$ cat src/rtl/imem_fetch_ctrl_pkg.sv
// Package: imem_fetch_ctrl_pkg
// Shared sizes, the halt sentinel and FSM state encodings for the instruction memory
// fetch controller and its bus interface.
package imem_fetch_ctrl_pkg;

    localparam int unsigned WORD_SIZE     = 32;
    localparam int unsigned INST_MEM_SIZE = 256;
    localparam int unsigned ADDR_W        = 8;

    localparam logic [WORD_SIZE-1:0] HALT_WORD = 32'hFFFF_FFFF;
    localparam logic [ADDR_W-1:0]    LAST_ADDR = ADDR_W'(INST_MEM_SIZE - 1);

    // FSM encodings kept as plain constants so legacy users of the shared header still match.
    localparam logic [1:0] ST_LOAD = 2'd0;
    localparam logic [1:0] ST_RUN  = 2'd1;
    localparam logic [1:0] ST_HALT = 2'd2;

endpackage

$ cat src/rtl/imem_fetch_ctrl_if.sv
// Interface: imem_fetch_ctrl_if
// Loader handshake plus the single instruction-memory port owned by the fetch controller.
//   load_valid/load_data/load_last : loader word offer, load_ready : controller accepts
//   mem_we/mem_addr/mem_wdata      : memory write/address port, mem_rdata : same-cycle read
// modport master : the controller (owns the memory port, consumes loader words)
// modport slave  : the environment (loader source and the memory itself)
interface imem_fetch_ctrl_if;
    import imem_fetch_ctrl_pkg::*;

    logic                 load_valid;
    logic [WORD_SIZE-1:0] load_data;
    logic                 load_last;
    logic                 load_ready;
    logic                 mem_we;
    logic [ADDR_W-1:0]    mem_addr;
    logic [WORD_SIZE-1:0] mem_wdata;
    logic [WORD_SIZE-1:0] mem_rdata;

    modport master (
        input  load_valid, load_data, load_last, mem_rdata,
        output load_ready, mem_we, mem_addr, mem_wdata
    );

    modport slave (
        output load_valid, load_data, load_last, mem_rdata,
        input  load_ready, mem_we, mem_addr, mem_wdata
    );

endinterface

$ cat src/rtl/imem_fetch_ctrl.sv
// Module: imem_fetch_ctrl
// Sequencer and single-port owner of the instruction memory. In LOAD it streams loader words
// into memory from address 0; in RUN it drives the fetch PC and registers each fetched word
// for decode, honouring stall and redirect; fetching the halt sentinel parks it in HALT.
// Ports:
//   clk_i, rst_ni   : clock and synchronous active-low reset
//   bus_io          : loader handshake and memory port (master side)
//   stall_i         : hold fetch state
//   redirect_i      : taken branch/jump, redirect_pc_i is the target word address
//   pc_o, instr_o   : word address and registered instruction presented to decode
//   instr_valid_o   : instr_o is valid
//   load_count_o    : words written by the last load
//   halted_o        : halt sentinel was fetched
module imem_fetch_ctrl
    import imem_fetch_ctrl_pkg::*;
(
    input  logic                    clk_i,
    input  logic                    rst_ni,
    imem_fetch_ctrl_if.master       bus_io,
    input  logic                    stall_i,
    input  logic                    redirect_i,
    input  logic [ADDR_W-1:0]       redirect_pc_i,
    output logic [ADDR_W-1:0]       pc_o,
    output logic [WORD_SIZE-1:0]    instr_o,
    output logic                    instr_valid_o,
    output logic [ADDR_W:0]         load_count_o,
    output logic                    halted_o
);

    logic [1:0]           state_q, state_d;
    logic [ADDR_W-1:0]    wr_ptr_q, wr_ptr_d;
    logic [ADDR_W-1:0]    fetch_pc_q, fetch_pc_d;
    logic [ADDR_W-1:0]    pc_q, pc_d;
    logic [WORD_SIZE-1:0] instr_q, instr_d;
    logic                 instr_valid_q, instr_valid_d;
    logic [ADDR_W:0]      load_count_q, load_count_d;

    logic                 load_ready;
    logic                 mem_we;
    logic [ADDR_W-1:0]    mem_addr;

    always_comb begin
        state_d       = state_q;
        wr_ptr_d      = wr_ptr_q;
        fetch_pc_d    = fetch_pc_q;
        pc_d          = pc_q;
        instr_d       = instr_q;
        instr_valid_d = instr_valid_q;
        load_count_d  = load_count_q;
        load_ready    = 1'b0;
        mem_we        = 1'b0;
        mem_addr      = fetch_pc_q;

        case (state_q)
            ST_LOAD: begin
                load_ready = 1'b1;
                mem_addr   = wr_ptr_q;
                mem_we     = bus_io.load_valid;
                if (bus_io.load_valid) begin
                    wr_ptr_d     = wr_ptr_q + 1'b1;
                    load_count_d = {1'b0, wr_ptr_q} + {{ADDR_W{1'b0}}, 1'b1};
                    // A full memory ends the load even without load_last; no wrap.
                    if (bus_io.load_last || (wr_ptr_q == LAST_ADDR)) begin
                        state_d    = ST_RUN;
                        fetch_pc_d = '0;
                    end
                end
            end
            ST_RUN: begin
                if (redirect_i) begin
                    // Redirect wins over stall; the word at the old fetch_pc is dropped.
                    fetch_pc_d    = redirect_pc_i;
                    instr_valid_d = 1'b0;
                end else if (!stall_i) begin
                    if (bus_io.mem_rdata == HALT_WORD) begin
                        state_d       = ST_HALT;
                        instr_valid_d = 1'b0;
                    end else begin
                        instr_d       = bus_io.mem_rdata;
                        pc_d          = fetch_pc_q;
                        instr_valid_d = 1'b1;
                        fetch_pc_d    = fetch_pc_q + 1'b1;
                    end
                end
            end
            ST_HALT: begin
                // Everything frozen until reset.
            end
            default: begin
                state_d = ST_LOAD;
            end
        endcase
    end

    always_ff @(posedge clk_i) begin
        if (!rst_ni) begin
            state_q       <= ST_LOAD;
            wr_ptr_q      <= '0;
            fetch_pc_q    <= '0;
            pc_q          <= '0;
            instr_q       <= '0;
            instr_valid_q <= 1'b0;
            load_count_q  <= '0;
        end else begin
            state_q       <= state_d;
            wr_ptr_q      <= wr_ptr_d;
            fetch_pc_q    <= fetch_pc_d;
            pc_q          <= pc_d;
            instr_q       <= instr_d;
            instr_valid_q <= instr_valid_d;
            load_count_q  <= load_count_d;
        end
    end

    assign bus_io.load_ready = load_ready;
    assign bus_io.mem_we     = mem_we;
    assign bus_io.mem_addr   = mem_addr;
    assign bus_io.mem_wdata  = bus_io.load_data;

    assign pc_o          = pc_q;
    assign instr_o       = instr_q;
    assign instr_valid_o = instr_valid_q;
    assign load_count_o  = load_count_q;
    assign halted_o      = (state_q == ST_HALT);

endmodule

$ cat src/flat_wrapper.sv
// flat-port wrapper written by rule: the top's interface ports become plain ports
module imem_fetch_ctrl_flat import imem_fetch_ctrl_pkg::*;
  (clk_i, rst_ni, stall_i, redirect_i, redirect_pc_i, pc_o, instr_o, instr_valid_o, load_count_o, halted_o, bus_io_load_valid, bus_io_load_data, bus_io_load_last, bus_io_mem_rdata, bus_io_load_ready, bus_io_mem_we, bus_io_mem_addr, bus_io_mem_wdata);
  imem_fetch_ctrl_if bus_io_i ();
  input  logic clk_i;
  input  logic rst_ni;
  input  logic stall_i;
  input  logic redirect_i;
  input  logic [ADDR_W-1:0] redirect_pc_i;
  output logic [ADDR_W-1:0] pc_o;
  output logic [WORD_SIZE-1:0] instr_o;
  output logic instr_valid_o;
  output logic [ADDR_W:0] load_count_o;
  output logic halted_o;
  input wire logic [$bits(bus_io_i.load_valid)-1:0] bus_io_load_valid;
  input wire logic [$bits(bus_io_i.load_data)-1:0] bus_io_load_data;
  input wire logic [$bits(bus_io_i.load_last)-1:0] bus_io_load_last;
  input wire logic [$bits(bus_io_i.mem_rdata)-1:0] bus_io_mem_rdata;
  output wire logic [$bits(bus_io_i.load_ready)-1:0] bus_io_load_ready;
  output wire logic [$bits(bus_io_i.mem_we)-1:0] bus_io_mem_we;
  output wire logic [$bits(bus_io_i.mem_addr)-1:0] bus_io_mem_addr;
  output wire logic [$bits(bus_io_i.mem_wdata)-1:0] bus_io_mem_wdata;
  assign bus_io_i.load_valid = bus_io_load_valid;
  assign bus_io_i.load_data = bus_io_load_data;
  assign bus_io_i.load_last = bus_io_load_last;
  assign bus_io_i.mem_rdata = bus_io_mem_rdata;
  assign bus_io_load_ready = bus_io_i.load_ready;
  assign bus_io_mem_we = bus_io_i.mem_we;
  assign bus_io_mem_addr = bus_io_i.mem_addr;
  assign bus_io_mem_wdata = bus_io_i.mem_wdata;
  imem_fetch_ctrl u_core (.clk_i(clk_i), .rst_ni(rst_ni), .bus_io(bus_io_i), .stall_i(stall_i), .redirect_i(redirect_i), .redirect_pc_i(redirect_pc_i), .pc_o(pc_o), .instr_o(instr_o), .instr_valid_o(instr_valid_o), .load_count_o(load_count_o), .halted_o(halted_o));
endmodule
$ cat config.mk
export PLATFORM = sky130hd
export DESIGN_NAME = imem_fetch_ctrl_flat
export DESIGN_NICKNAME = d
export VERILOG_FILES = /design/src/rtl/imem_fetch_ctrl_pkg.sv /design/src/rtl/imem_fetch_ctrl_if.sv /design/src/rtl/imem_fetch_ctrl.sv /design/src/flat_wrapper.sv
export SDC_FILE = /design/constraint.sdc
export NUM_CORES = 1
export LEC_CHECK = 0
export CORE_MARGIN = 1.5
export CORE_UTILIZATION = 41
export CTS_CLUSTER_SIZE = 8
export DETAILED_ROUTE_END_ITERATION = 10
export GPL_ROUTABILITY_DRIVEN = 0
export GPL_TIMING_DRIVEN = 1
export PLACE_DENSITY_LB_ADDON = 0.08
export SYNTH_ARGS = -nofsm -noshare
export SYNTH_HDL_FRONTEND = slang
export SYNTH_SLANG_ARGS = --single-unit
$ cat constraint.sdc
create_clock -name clk_i -period 4.8 [get_ports clk_i]
set_clock_uncertainty 0.05 [all_clocks]
set_input_delay 0.48 -clock clk_i [delete_from_list [all_inputs] [get_ports clk_i]]
set_output_delay 0.48 -clock clk_i [all_outputs]
set_load 0.05 [all_outputs]
==> out/metrics.yaml <==
area.growth.synth_to_final_pct: 36.9
start_util_pct: 43.0
grt_use_total_pct: 18.7
syn_inst: 312
leakage_nw: 1.43
end_kind: "output port"
synth_area_leaders: "dfxtp_1 (41%), mux2i_1 (14%), buf_4 (8.1%)"
hold_class: "flop to flop"
die_h_um: 87.8
grtUsageMet1_pct: 24.3
grt_overflow_total: 0
synth_edf_count: 0
path_class: "flop to output port"
setup_viol_count_final: 0
synth_top_family_by_area: "simple AND/OR/NAND/NOR gates"
synth.most_common_cell: "dfxtp_1"
worstSetupStartpointType: "flop"
post_cts_buffers: 0
synth_xor_area_share_pct: 2.67
cts.htree.levels: 3
max_stage_delay_ns: 0.70
drtIter0Drc: 124
synthSimpleGateAreaFrac_pct: 17.6
maxCapViolCount: 0
cp.arrival_ns: 2.09
drtPass1Iterations: 4
first_global_vias: 2320
outcome: "complete, no violations"
dr_total_vias: 2480
holdPathEnd: "u_core.instr_o[19]"
synthTopCellsByCount: "dfxtp_1 (60), nor2_1 (55), mux2i_1 (41)"
async_reset_ff_share_pct: 0
regToRegSetupSlack_ns: 2.91
diodes: 0
nNetsFinal: 466
min-delay-start: "u_core.instr_o[19]"
critical_path.max_fanout: 10
timing.fmax_ghz: 0.381
slew_headroom_pct: 37.2
use_met3_pct: 7.26
cts-resized-gates: 0
clkTransAtPathRegs_ns: 0.07
yosys_most_used_dff: "dfxtp_1"
cpMaxStageDelayCell: "clkdlybuf4s50_1"
total_power_mw: 1.19
vias_per_cell: 5.09
powerDensity_mw_per_mm2: 294
grt_pass1_wl_um: 11200
synth_nets: 392
die_width_um: 87.8
yosysSeqAreaShare_pct: 40.7
cts_num_sinks: 60
finalCritPeriodShare_pct: 54.7
rows: 30
cts_tree: "done"
max-vdd-ir-drop_mv: 0.156
clkLatencyLatePin_ns: 0.34
wl_um: 7100
root_buffer: "clkbuf_8"
port_buffers: 106
cp_top_family: "buffers and inverters"
post-synth-top-area-cell: "dfxtp_1"
busiest_layer: "met2"
hold_depth: 2
ant_nets: 0
required_ns: 4.27
ys_seq_elements: 60
routedWlPerCell_um: 14.6
antenna_found_initial: 0
hold_violations: 0
num_io_pins: 171
yosysWarningCount: 0
worst_r2r_path_depth: 6
numCtsBuffers: 9
rsz0062_at_grt: "no"
synth_mux_area_share_pct: 17.0
ys_types: 47
netlist_area_mm2: 0.00295
die_area_mm2: 0.00771
cp_num_cells: 3
post-route-min-period_ns: 2.62
hpwl_um: 5050
path_cells: "nor2_4 -> mux2_2 -> clkdlybuf4s50_1"
cts_hold_buf: 0
syn_avg_cell_area_um2: 9.46
core-area_mm2: 0.00687
grt_max_degree: 55
r2r_start: "u_core.wr_ptr_q[0]"
synthAdderAreaFrac_pct: 0.848
finalSetupTns_ns: 0
synth_top_cell_area_share_pct: 40.7
layout-drive-gt1-share_pct: 8.95
clock_path_buffers: 2
drc: 0
path_buf_inv: 1
grtUsageMet2_pct: 27.6
r2r_end: "u_core.fetch_pc_q[4]"
worst_pin_slew_ns: 0.942
synth_compound_area_share_pct: 9.58
maxSlewViolCount: 0
## registers in the layout, indices dropped and copies added (netlist names)
name / flops
u_core.wr_ptr_q: 7
u_core.pc_o: 8
u_core.instr_o: 32
u_core.instr_valid_o: 1
u_core.fetch_pc_q: 8
u_core.load_count_o: 2
u_core.state_q: 2
## where the power goes
group,switching (mW),internal [mW]
registers,0.0105,0.508
clock network,0.203,0.296
logic,0.0946,0.0743
total,0.308,0.878
## tightest hold or removal path: stages (launching register included)
cell     delay (ns)
dfxtp_1        0.33
mux2i_1        0.06
nor2_1         0.07
## cell usage in the layout, fill, tap and decap left out, types with 3 or more instances in the layout
cell and count:
o211ai_1 5, dfxtp_1 60, xnor2_1 4, mux2i_1 41, and3_1 3, o221ai_1 3
clkdlybuf4s50_1 106, nand2_1 14, nand4_1 12, xor2_1 5, nor2_1 55, mux2_2 8
clkbuf_8 13, a21oi_1 10, nand3_1 7, o21ai_0 5
## per-layer routing
| metal | share of wire, % | vias to the layer above |
|---|---|---|
| met5 | 0 | - |
| met2 | 45 | 93 |
| met1 | 45 | 1159 |
| met3 | 8.2 | 19 |
| met4 | 2.0 | 0 |
| li1 | - | 1209 |
## cell type report
cell class / count / area [µm²]
tap: 96 / 120
inverter: 3 / 11.3
fill: 617 / 2830
clock buffer: 13 / 179
multi-input combinational: 204 / 1410
clock inverter: 3 / 42.5
timing repair buffer: 108 / 1080
sequential: 60 / 1200
## per-stage QoR
stage | cell area, µm² | hold slack, ns | util, % | worst slack [ns] | cells
floorplan | 2950 | 0.433 | - | 2.78 | 312
global placement | 3820 | 0.421 | 55.6 | 2.18 | 471
detailed placement | 3820 | 0.432 | 55.6 | 2.15 | 471
CTS | 4040 | 0.446 | 58.8 | 2.16 | 487
global route | 4040 | 0.472 | 58.8 | 2.08 | 487
finish | 4040 | 0.444 | 58.8 | 2.18 | 487
## logic make-up after synthesis
group	Yosys count
simple gates	105
xor+xnor	9
flops	60
compound gates	39
mux	49
fa+ha+maj	2
buf+inv	48
## worst max-delay path by stage
stage / start / end / slack [ns]
global route: u_core.state_q[1] / bus_io_mem_we / 2.08
global placement: redirect_i / u_core.instr_o[15] / 2.18
finish: u_core.state_q[1] / bus_io_mem_addr[7] / 2.18
CTS: u_core.state_q[1] / bus_io_mem_addr[7] / 2.16
detailed placement: redirect_i / u_core.instr_o[13] / 2.15
floorplan: u_core.wr_ptr_q[0] / u_core.fetch_pc_q[4] / 2.78
No activity file was read; power rests on OpenSTA's default activity.
